==> config.mk <==
export PLATFORM = sky130hd
export DESIGN_NAME = color_code_decoder
export DESIGN_NICKNAME = d
export VERILOG_FILES = /design/src/rtl/color_codes_pkg.sv /design/src/rtl/color_digit_decode.sv /design/src/rtl/color_code_decoder.sv
export SDC_FILE = /design/constraint.sdc
export NUM_CORES = 1
export LEC_CHECK = 0
export CAP_MARGIN = 20
export CELL_PAD_IN_SITES_DETAIL_PLACEMENT = 0
export CELL_PAD_IN_SITES_GLOBAL_PLACEMENT = 1
export CORE_MARGIN = 4
export CORE_UTILIZATION = 47
export CTS_CLUSTER_SIZE = 12
export DETAILED_ROUTE_END_ITERATION = 10
export DONT_BUFFER_PORTS = 1
export GPL_TIMING_DRIVEN = 0
export PLACE_DENSITY = 0.76
export SLEW_MARGIN = 30
export SYNTH_ARGS = -nofsm -noshare
export SYNTH_HDL_FRONTEND = slang
export SYNTH_SLANG_ARGS = --single-unit
==> constraint.sdc <==
create_clock -name clk -period 3.37 [get_ports clk]
set_clock_uncertainty 0.15 [all_clocks]
set_input_delay 0.674 -clock clk [delete_from_list [all_inputs] [get_ports clk]]
set_output_delay 0.674 -clock clk [all_outputs]
set_load 0.02 [all_outputs]
==> src/rtl/color_codes_pkg.sv <==
// color_codes_pkg: colour-code digit constants, FSM states and error causes
// shared by the colour-code encoder and decoder.
package color_codes_pkg;

    localparam logic [11:0] COL_0 = 12'h000;
    localparam logic [11:0] COL_1 = 12'hF00;
    localparam logic [11:0] COL_2 = 12'hF80;
    localparam logic [11:0] COL_3 = 12'hFF0;
    localparam logic [11:0] COL_4 = 12'h0F0;
    localparam logic [11:0] COL_5 = 12'h0FF;
    localparam logic [11:0] COL_6 = 12'h08F;
    localparam logic [11:0] COL_7 = 12'h00F;
    localparam logic [11:0] COL_8 = 12'hF0F;
    localparam logic [11:0] COL_9 = 12'hFFF;

    localparam logic [11:0] COLORS [10] = '{COL_0, COL_1, COL_2, COL_3, COL_4,
                                            COL_5, COL_6, COL_7, COL_8, COL_9};

    typedef enum logic [1:0] {
        S_TENS = 2'd0,
        S_ONES = 2'd1,
        S_OUT  = 2'd2
    } state_t;

    localparam logic [1:0] CAUSE_NONE = 2'd0;
    localparam logic [1:0] CAUSE_BAD  = 2'd1;
    localparam logic [1:0] CAUSE_OVF  = 2'd2;
    localparam logic [1:0] CAUSE_TMO  = 2'd3;

endpackage

==> src/rtl/color_digit_decode.sv <==
// color_digit_decode: maps one 12-bit colour code to its decimal digit;
// unknown codes give digit 0 with valid low.
module color_digit_decode
    import color_codes_pkg::*;
(
    input  logic [11:0] code,
    output logic [3:0]  digit,
    output logic        valid
);

    always_comb begin
        digit = 4'd0;
        valid = 1'b0;
        for (int i = 0; i < 10; i++) begin
            if (code == COLORS[i]) begin
                digit = 4'(i);
                valid = 1'b1;
            end
        end
    end

endmodule

==> src/rtl/color_code_decoder.sv <==
// color_code_decoder: reassembles a 6-bit number from a tens/ones pair of
// colour digits and reports it with an error cause over valid/ready.
module color_code_decoder
    import color_codes_pkg::*;
#(
    parameter int unsigned TIMEOUT = 16,
    parameter int unsigned TW      = 5
) (
    input  logic        clk,
    input  logic        rst_n,
    input  logic        in_valid,
    output logic        in_ready,
    input  logic [11:0] in_code,
    output logic        out_valid,
    input  logic        out_ready,
    output logic [5:0]  out_num,
    output logic        out_err,
    output logic [1:0]  out_cause
);

    state_t          state_q, state_d;
    logic [TW-1:0]   timer_q, timer_d;
    logic [3:0]      tens_q, tens_d;
    logic            bad_q, bad_d;
    logic [5:0]      num_q, num_d;
    logic            err_q, err_d;
    logic [1:0]      cause_q, cause_d;
    logic [3:0]      dig;
    logic            dig_ok;
    logic            xfer;
    logic [6:0]      num7;
    logic            expired;

    color_digit_decode u_dec (
        .code  (in_code),
        .digit (dig),
        .valid (dig_ok)
    );

    assign in_ready  = state_q != S_OUT;
    assign out_valid = state_q == S_OUT;
    assign out_num   = num_q;
    assign out_err   = err_q;
    assign out_cause = cause_q;
    assign xfer      = in_valid & in_ready;
    assign num7      = 7'(tens_q) * 7'd10 + 7'(dig);
    assign expired   = (TIMEOUT != 0) && (timer_q == TW'(TIMEOUT - 1));

    always_comb begin
        state_d = state_q;
        timer_d = timer_q;
        tens_d  = tens_q;
        bad_d   = bad_q;
        num_d   = num_q;
        err_d   = err_q;
        cause_d = cause_q;
        case (state_q)
            S_TENS: if (xfer) begin
                tens_d  = dig;
                bad_d   = !dig_ok;
                timer_d = '0;
                state_d = S_ONES;
            end
            S_ONES: begin
                // A digit landing on the expiry cycle takes precedence over the timeout.
                if (xfer) begin
                    cause_d = (bad_q || !dig_ok) ? CAUSE_BAD : (num7 > 7'd63) ? CAUSE_OVF : CAUSE_NONE;
                    err_d   = cause_d != CAUSE_NONE;
                    num_d   = err_d ? 6'd0 : num7[5:0];
                    state_d = S_OUT;
                end else if (expired) begin
                    cause_d = CAUSE_TMO;
                    err_d   = 1'b1;
                    num_d   = 6'd0;
                    state_d = S_OUT;
                end else begin
                    timer_d = timer_q + 1'b1;
                end
            end
            S_OUT: if (out_ready) state_d = S_TENS;
            default: state_d = S_TENS;
        endcase
    end

    always_ff @(posedge clk or negedge rst_n) begin
        if (!rst_n) begin
            state_q <= S_TENS;
            timer_q <= '0;
            tens_q  <= 4'd0;
            bad_q   <= 1'b0;
            num_q   <= 6'd0;
            err_q   <= 1'b0;
            cause_q <= CAUSE_NONE;
        end else begin
            state_q <= state_d;
            timer_q <= timer_d;
            tens_q  <= tens_d;
            bad_q   <= bad_d;
            num_q   <= num_d;
            err_q   <= err_d;
            cause_q <= cause_d;
        end
    end

endmodule

==> metrics list, run 1 <==
- Run status: complete, no violations
- Entering global routing, the biggest net connects 22 pins.
* Unrepaired setup endpoints after global routing: false
- At the end of routability-driven placement, the weighted congestion stood at 0.8016.
- F_max: 365.1 MHz
- For this configuration, the core starts out at a cell density of 0.4927.
- At the pin with the least slew margin, the transition time is 482.7 ps.
- Filler Cells Inserted: 263
- The longest clock path from root to sink contains 2 buffers.
- After the first detailed-routing iteration, the DRC count stood at 36.
* Post-synthesis instance area: 1359 µm²
- The share of the Yosys chip area taken by registers is 0.3867.
- Once the clock tree was built, the setup fixing pass inserted 0 buffers.
* Final hold slack: 165.1 ps
- Type of element capturing the critical path: flip-flop
* Clock-pin transition on the worst setup and hold timing paths: 120 ps
- TritonCTS clock tree: built
- Final-report max-slew violation count: 0
* Biggest area contributors in the synthesized netlist: dfrtp_1 39%, ha_1 7.4%, o21ai_0 5.9%
* Share of the synthesized area in the top cell type: 0.3867
- Setup slack of the most critical reg-to-reg path: 750 ps
* Count of yosys warnings during synthesis: 0
* Leftover overflow at the end of global routing: 0
- After detailed routing, the number of vias per cell comes to 5.983.
* Final Util: 0.5181
- Number of H-tree levels: 1
- Worst min path class: in -> async
* Die W: 61.77 µm
- The floorplan step defined a die boundary enclosing 3816 µm².
- Final Power: 0.0005689 W
- Once detailed placement completed, the half-perimeter wirelength came to 2101 µm.
- Clock sinks: 21
- The pre-antenna-repair detailed-routing pass consisted of 4 iterations.
- CTS Hold Bufs: 1
* Max transition margin: 0.6782
* Critical path required time: 3450 ps
- Met3 wire length: 211 µm
- The synthesized netlist contains 41 unique library cells.
- Number of synthesized register bits: 21
- Top sig layer: met4
- VDD sags by at most 0.3488 mV.
- Root buffer cell: clkbuf_4
- Site Rows: 19
- Overall via count from detail_route: 1029
- Category of the worst setup path launch point: input pin
- Relative to the synthesized area, the layout overhead comes to 5.157%.
- Highest fanout seen on the critical path: 6
- Total wire length after detailed routing: 2600 µm
- Start-to-end type of the worst setup path: in -> reg
- After synthesis, the mean cell area works out to 9.991 µm².
* First-pass GRT wire length: 4333 µm
- Net count after synthesis: 162
- Dividing the final minimum period by the clock period gives 0.8128.
- In the routed design, unresolved DRC markers number 0.
- STA puts the critical path data arrival time at 2820 ps.
- At the placement stage, the worst setup path has a slack of 300.0 ps.
* Slack of the critical path: 631.0 ps
* Post-synthesis cell type with the largest combined area: dfrtp_1
- Dividing the detail-routed wire length by the instance count gives 15.12 µm.
- In the final timing run, aggregate negative setup slack is 0 ps.
* Vias in the first global route: 996
* Number of setup violations in the final report: 0
- Count of inserted antenna diode cells: 0
- After clock tree synthesis, the repair step resized 0 gates.
- In this run the static leakage power is 0.5985 nW.
- The routed design uses 1145 µm of met2 wire.
- Of the cells placed in the final design, the portion with a size suffix greater than 1 is 0.1418.
- The number of antenna violations at the first check in global routing was 0.
- Max-cap violations in this run came to 0.
* Placeable core region: 2758 µm²
- In the final design database the tool counted 168 nets.
* Die Height: 61.77 µm
* Port bufs: 0
* Total count of hold-check failures in the final report: 0
* Cells after synthesis: 136
* Top-level I/O count: 27
- Power density of the placed cells: 398.2 nW/µm²
- After layout, the minimum clock period comes to 2739 ps.
- In this run the remaining antenna-violating nets after routing total 0.
- The clock reaches the later pin of the worst-skew pair after 300 ps.
* Total routing resource utilization after global routing: 0.1526
- TritonCTS created 3 clock buffers.
- Routed met1 length: 1229 µm
per-stage QoR:
step,instances,area [µm²]
after floorplan,136,1359
after global placement,167,1398
after detailed placement,167,1398
after CTS,172,1434
after global routing,172,1429
final,172,1429
synthesized netlist by cell type, drive strengths merged:
master / instances
nand4: 2
xnor2: 5
and3: 1
o31ai: 2
ha: 8
a22o: 1
nand2: 17
a211o: 1
o311ai: 1
or4: 1
o21bai: 1
o21a: 2
o221ai: 1
inv: 6
o41ai: 1
mux2: 4
o2111ai: 1
mux2i: 1
dfrtp: 21
o21ai: 18
clkbuf: 2
fa: 2
nor2: 8
nand2b: 2
nand3: 1
nor2b: 3
nand4b: 1
nor3: 4
a21o: 1
and4: 2
a21boi: 2
or2: 1
nand3b: 2
nor4: 2
a21oi: 8
power by group:
group,switching [W],internal [W]
clock network,0.0000752,0.0000461
logic,0.0000773,0.0000488
registers,0.0000398,0.000282
total,0.000192,0.000377
cell usage in the layout, fill, tap and decap left out, drive strengths merged, types with 2 or more instances in the layout:
| master | netlist | final |
|---|---|---|
| nand2b | 2 | 2 |
| nor4 | 2 | 2 |
| nand2 | 17 | 17 |
| xnor2 | 5 | 5 |
| and4 | 2 | 2 |
| ha | 8 | 8 |
| o21a | 2 | 2 |
| nand3b | 2 | 2 |
| o31ai | 2 | 2 |
| clkbuf | 2 | 6 |
| dfrtp | 21 | 21 |
| mux2 | 4 | 4 |
| nor3 | 4 | 4 |
| a21boi | 2 | 2 |
| fa | 2 | 2 |
| inv | 6 | 6 |
| nor2b | 3 | 3 |
| nor2 | 8 | 8 |
| o21ai | 18 | 18 |
| a21oi | 8 | 8 |
| nand4 | 2 | 2 |
cells by family after synthesis:
group	share of synthesized area
and+or+nand+nor	0.1961
AOI/OAI and AO/OA	0.2192
DFF	0.3867
adders and majority gates	0.1031
buffers and inverters	0.02210
xor gates and xnor gates	0.03223
muxes	0.04051
layer usage:
metal,GRT usage,vias to the layer above
met3,0.04545,2
met4,0.05152,0
met5,0,-
met1,0.2084,490
met2,0.2302,31
li1,-,506
sequential cells by signal, indices dropped and copies added, names as in the netlist:
register / cells
out_err: 1
state_q: 2
timer_q: 5
bad_q: 1
out_num: 6
tens_q: 4
out_cause: 2
worst max-delay path, stage by stage:
cell and delay [ps]:
or4_4 550, a21oi_4 290, ha_1 320, a211o_1 260, o2111ai_1 90, xnor2_1 240, o311ai_4 200, o21ai_0 180
cell type report:
cell class | instances | area [µm²] | share of cell area
Clock buffer | 4 | 26.28 | 0.01839
Inverter | 6 | 22.52 | 0.01576
Sequential cell | 21 | 525.5 | 0.3678
Timing Repair Buffer | 1 | 5.005 | 0.003503
Buffer | 2 | 7.507 | 0.005254
Tap cell | 31 | 38.79 | 0.02715
Multi-Input combinational cell | 107 | 803.3 | 0.5622
worst paths after layout:
kind / end / startpoint / cells after the start
max: out_num[3] / in_code[9] / 8
min: out_cause[0] / rst_n / 1
max reg2reg: out_num[3] / tens_q[1] / 7
min reg2reg: timer_q[4] / timer_q[4] / 2
max in group asynchronous: out_num[4] / rst_n / 1
min in group clk: state_q[1] / out_ready / 1
No activity file was read; power rests on OpenSTA's default activity.
==> run 2: changes to the inputs <==
==> constraint.sdc (replaced) <==
create_clock -name clk -period 2.8 [get_ports clk]
set_clock_uncertainty 0.15 [all_clocks]
set_input_delay 0.56 -clock clk [delete_from_list [all_inputs] [get_ports clk]]
set_output_delay 0.56 -clock clk [all_outputs]
set_load 0.02 [all_outputs]
==> run 2 against run 1 <==
Net effect:
- die area stayed put
- combinational power is 20% higher
- register-to-register slack worse by 480 ps
- sequential power is 20% higher
- via count is 0.97% higher
- worst hold slack worse by 110 ps
- final cell count stayed put
- non-clock buffer count stayed put
- first-iteration DRC count stayed put
- core utilization is 0.27 points higher
- critical path depth stayed put
==> metrics list, run 2 (synthesis gave the netlist of run 1 again) <==
* Number of H-tree levels: 1
- The worst path needs 2564 ps of the cycle, external delays included.
- STA puts the critical path data required time at 2880 ps.
- In this run the vertical extent of the chip is 61.77 µm.
* Power density of the placed cells: 476.5 nW/µm²
- The final-report max-slew violation count came to 0.
- In this run the worst path has a maximum fanout of 6.
- Run status: complete, no violations
- Leaving out fill and tap cells, the most frequent cells in the layout are 21 x dfrtp_1, 17 x nand2_1, 16 x o21ai_0.
- Sum Neg Setup Slack: 0 ps
* TritonCTS clock tree: built
* Total half-perimeter wirelength after legalization and detailed placement: 2101 µm
- Top-level I/O count: 27
* First-pass GRT wire length: 4333 µm
- Based on the critical path, the design can be clocked at up to 390.0 MHz.
* Initial antenna violation count: 0
- Type of element capturing the critical path: flip-flop
- The analysis attributes to cell leakage a power of 0.6030 nW.
- Final Power: 0.0006844 W
* Insertion delay to the later sink of the worst-skew pair: 300 ps
- Detailed routing inserted a total of 1039 vias.
- The die covers 3816 µm².
- In this run, the number of DRC markers left after iteration 0 of detailed routing was 36.
* Routability congestion estimate: 0.8016
* Start-to-end type of the worst setup path: in -> reg
- Final Non-Filler Cells: 172
- In this run the tool buffered the top-level ports with 0 buffer cells.
- Die W: 61.77 µm
- Leaving out fill and tap cells, the most frequent cell in the layout is dfrtp_1.
- The clock net in this run drives a total of 21 sinks.
* Max transition margin: 0.6777
- Total routing resource utilization after global routing: 0.1526
* Vias in the first global route: 996
* Largest net degree at the start of global routing: 22
- Number of nets with antenna violations after routing: 0
- Of the cells placed in the final design, the portion with a size suffix greater than 1 is 0.1489.
* Post-route cell area: 1436 µm²
* Post-DP Area: 1398 µm²
* Initial Utilization: 0.4927
- No sink is reached through more buffers than the 2 on the longest clock path.
- Setup repair after global routing left no endpoint under its margin.
- Number of setup violations in the final report: 0
* Total wire length after detailed routing: 2585 µm
- Count of inserted antenna diode cells: 0
* Clock-pin transition on the worst setup and hold timing paths: 120 ps
- Routed wire length per instance: 15.03 µm
- Category of the worst setup path launch point: input pin
- After detailed routing, the number of vias per cell comes to 6.041.
- After floorplanning, the core was divided into 19 placement rows.
- The min-delay analysis places its worst path in the category in -> async.
- The net count of the finished layout is 168.
* Endpoint arrival time on the critical path: 2640 ps
- The total area inside the core boundary comes to 2758 µm².
- In the routed design, unresolved DRC markers number 0.
- Root buffer cell: clkbuf_4
- Actual transition at the worst max-transition pin: 483.4 ps
- Counting tap cells, the placed design contains a total of 167 instances.
- Summed over all layers, the global routing overflow is 0.
- Total CTS buffers: 3
- Of the available clock period, the critical path in the final layout requires 0.9157.
* Worst IR drop on VDD: 0.4193 mV
- The area growth from synthesis to layout is 5.709%.
* Total iterations of the first detailed-routing run: 4
- The tool flagged a number of max-cap violations equal to 0.
- The hold violation count in the final report is 0.
- Number of flip-flops under the largest register name: 6
==> run 2: cell count changes in the layout (fill, tap and decap cells not counted) <==
cell,change
xnor2_2,+1
xnor2_1,-1
==> run 2: repair_timing <==
action | 4_1_cts | 5_1_grt
setup buffers | 0 | 0
hold buffers | 1 | 0
setup endpoints to repair | 0 | 1
resized for setup | 0 | 1
hold endpoints to repair | 21 | 0
==> run 2: where the power goes <==
group,total [W],leakage (nW),switching (W),internal [W]
Combinational,0.000151,0.317,0.0000928,0.0000587
Clock,0.000146,0.0150,0.0000904,0.0000555
Sequential,0.000387,0.271,0.0000481,0.000339
==> run 2: cell type report <==
class	count	area [µm²]
Fill cell	262	1321
Multi-Input combinational cell	107	810.8
Sequential cell	21	525.5
Tap cell	31	38.79
Clock buffer	4	26.28
Inverter	6	22.52
Buffer	2	7.507
Timing Repair Buffer	1	5.005
==> run 2: critical path: stages <==
cell	delay, ps
or4_4	550
a21oi_4	280
ha_1	320
a211o_1	260
o2111ai_1	120
xnor2_2	190
o311ai_4	170
o21ai_0	180
==> run 2: path summary, 6_finish.rpt <==
path / from / endpoint / slack [ps] / cells past startpoint
min in group clk: out_ready / state_q[1] / 200 / 1
hold / removal: rst_n / tens_q[1] / 50 / 1
setup / recovery: in_code[9] / out_num[3] / 240 / 8
hold reg to reg: timer_q[4] / timer_q[4] / 360 / 2
setup reg to reg: tens_q[1] / out_num[3] / 270 / 7
max in group asynchronous: rst_n / out_num[4] / 2120 / 1
==> run 2: metrics by stage <==
step	util	hold slack (ps)	worst slack (ps)
after floorplan	-	114.4	61.49
after global placement	0.5068	114.9	-98.70
after detailed placement	0.5068	114.9	-156.0
after CTS	0.5200	194.9	163.0
after global routing	0.5209	68.82	72.92
final	0.5209	51.78	236.2
==> run 2: metal layers <==
layer,wire [µm],part of all wire,GRT usage,vias to the layer above
li1,-,-,-,508
met1,1193,0.46,0.2084,492
met2,1149,0.44,0.2302,37
met3,227,0.088,0.04545,2
met4,14,0.0054,0.05152,0
met5,0,0,0,-
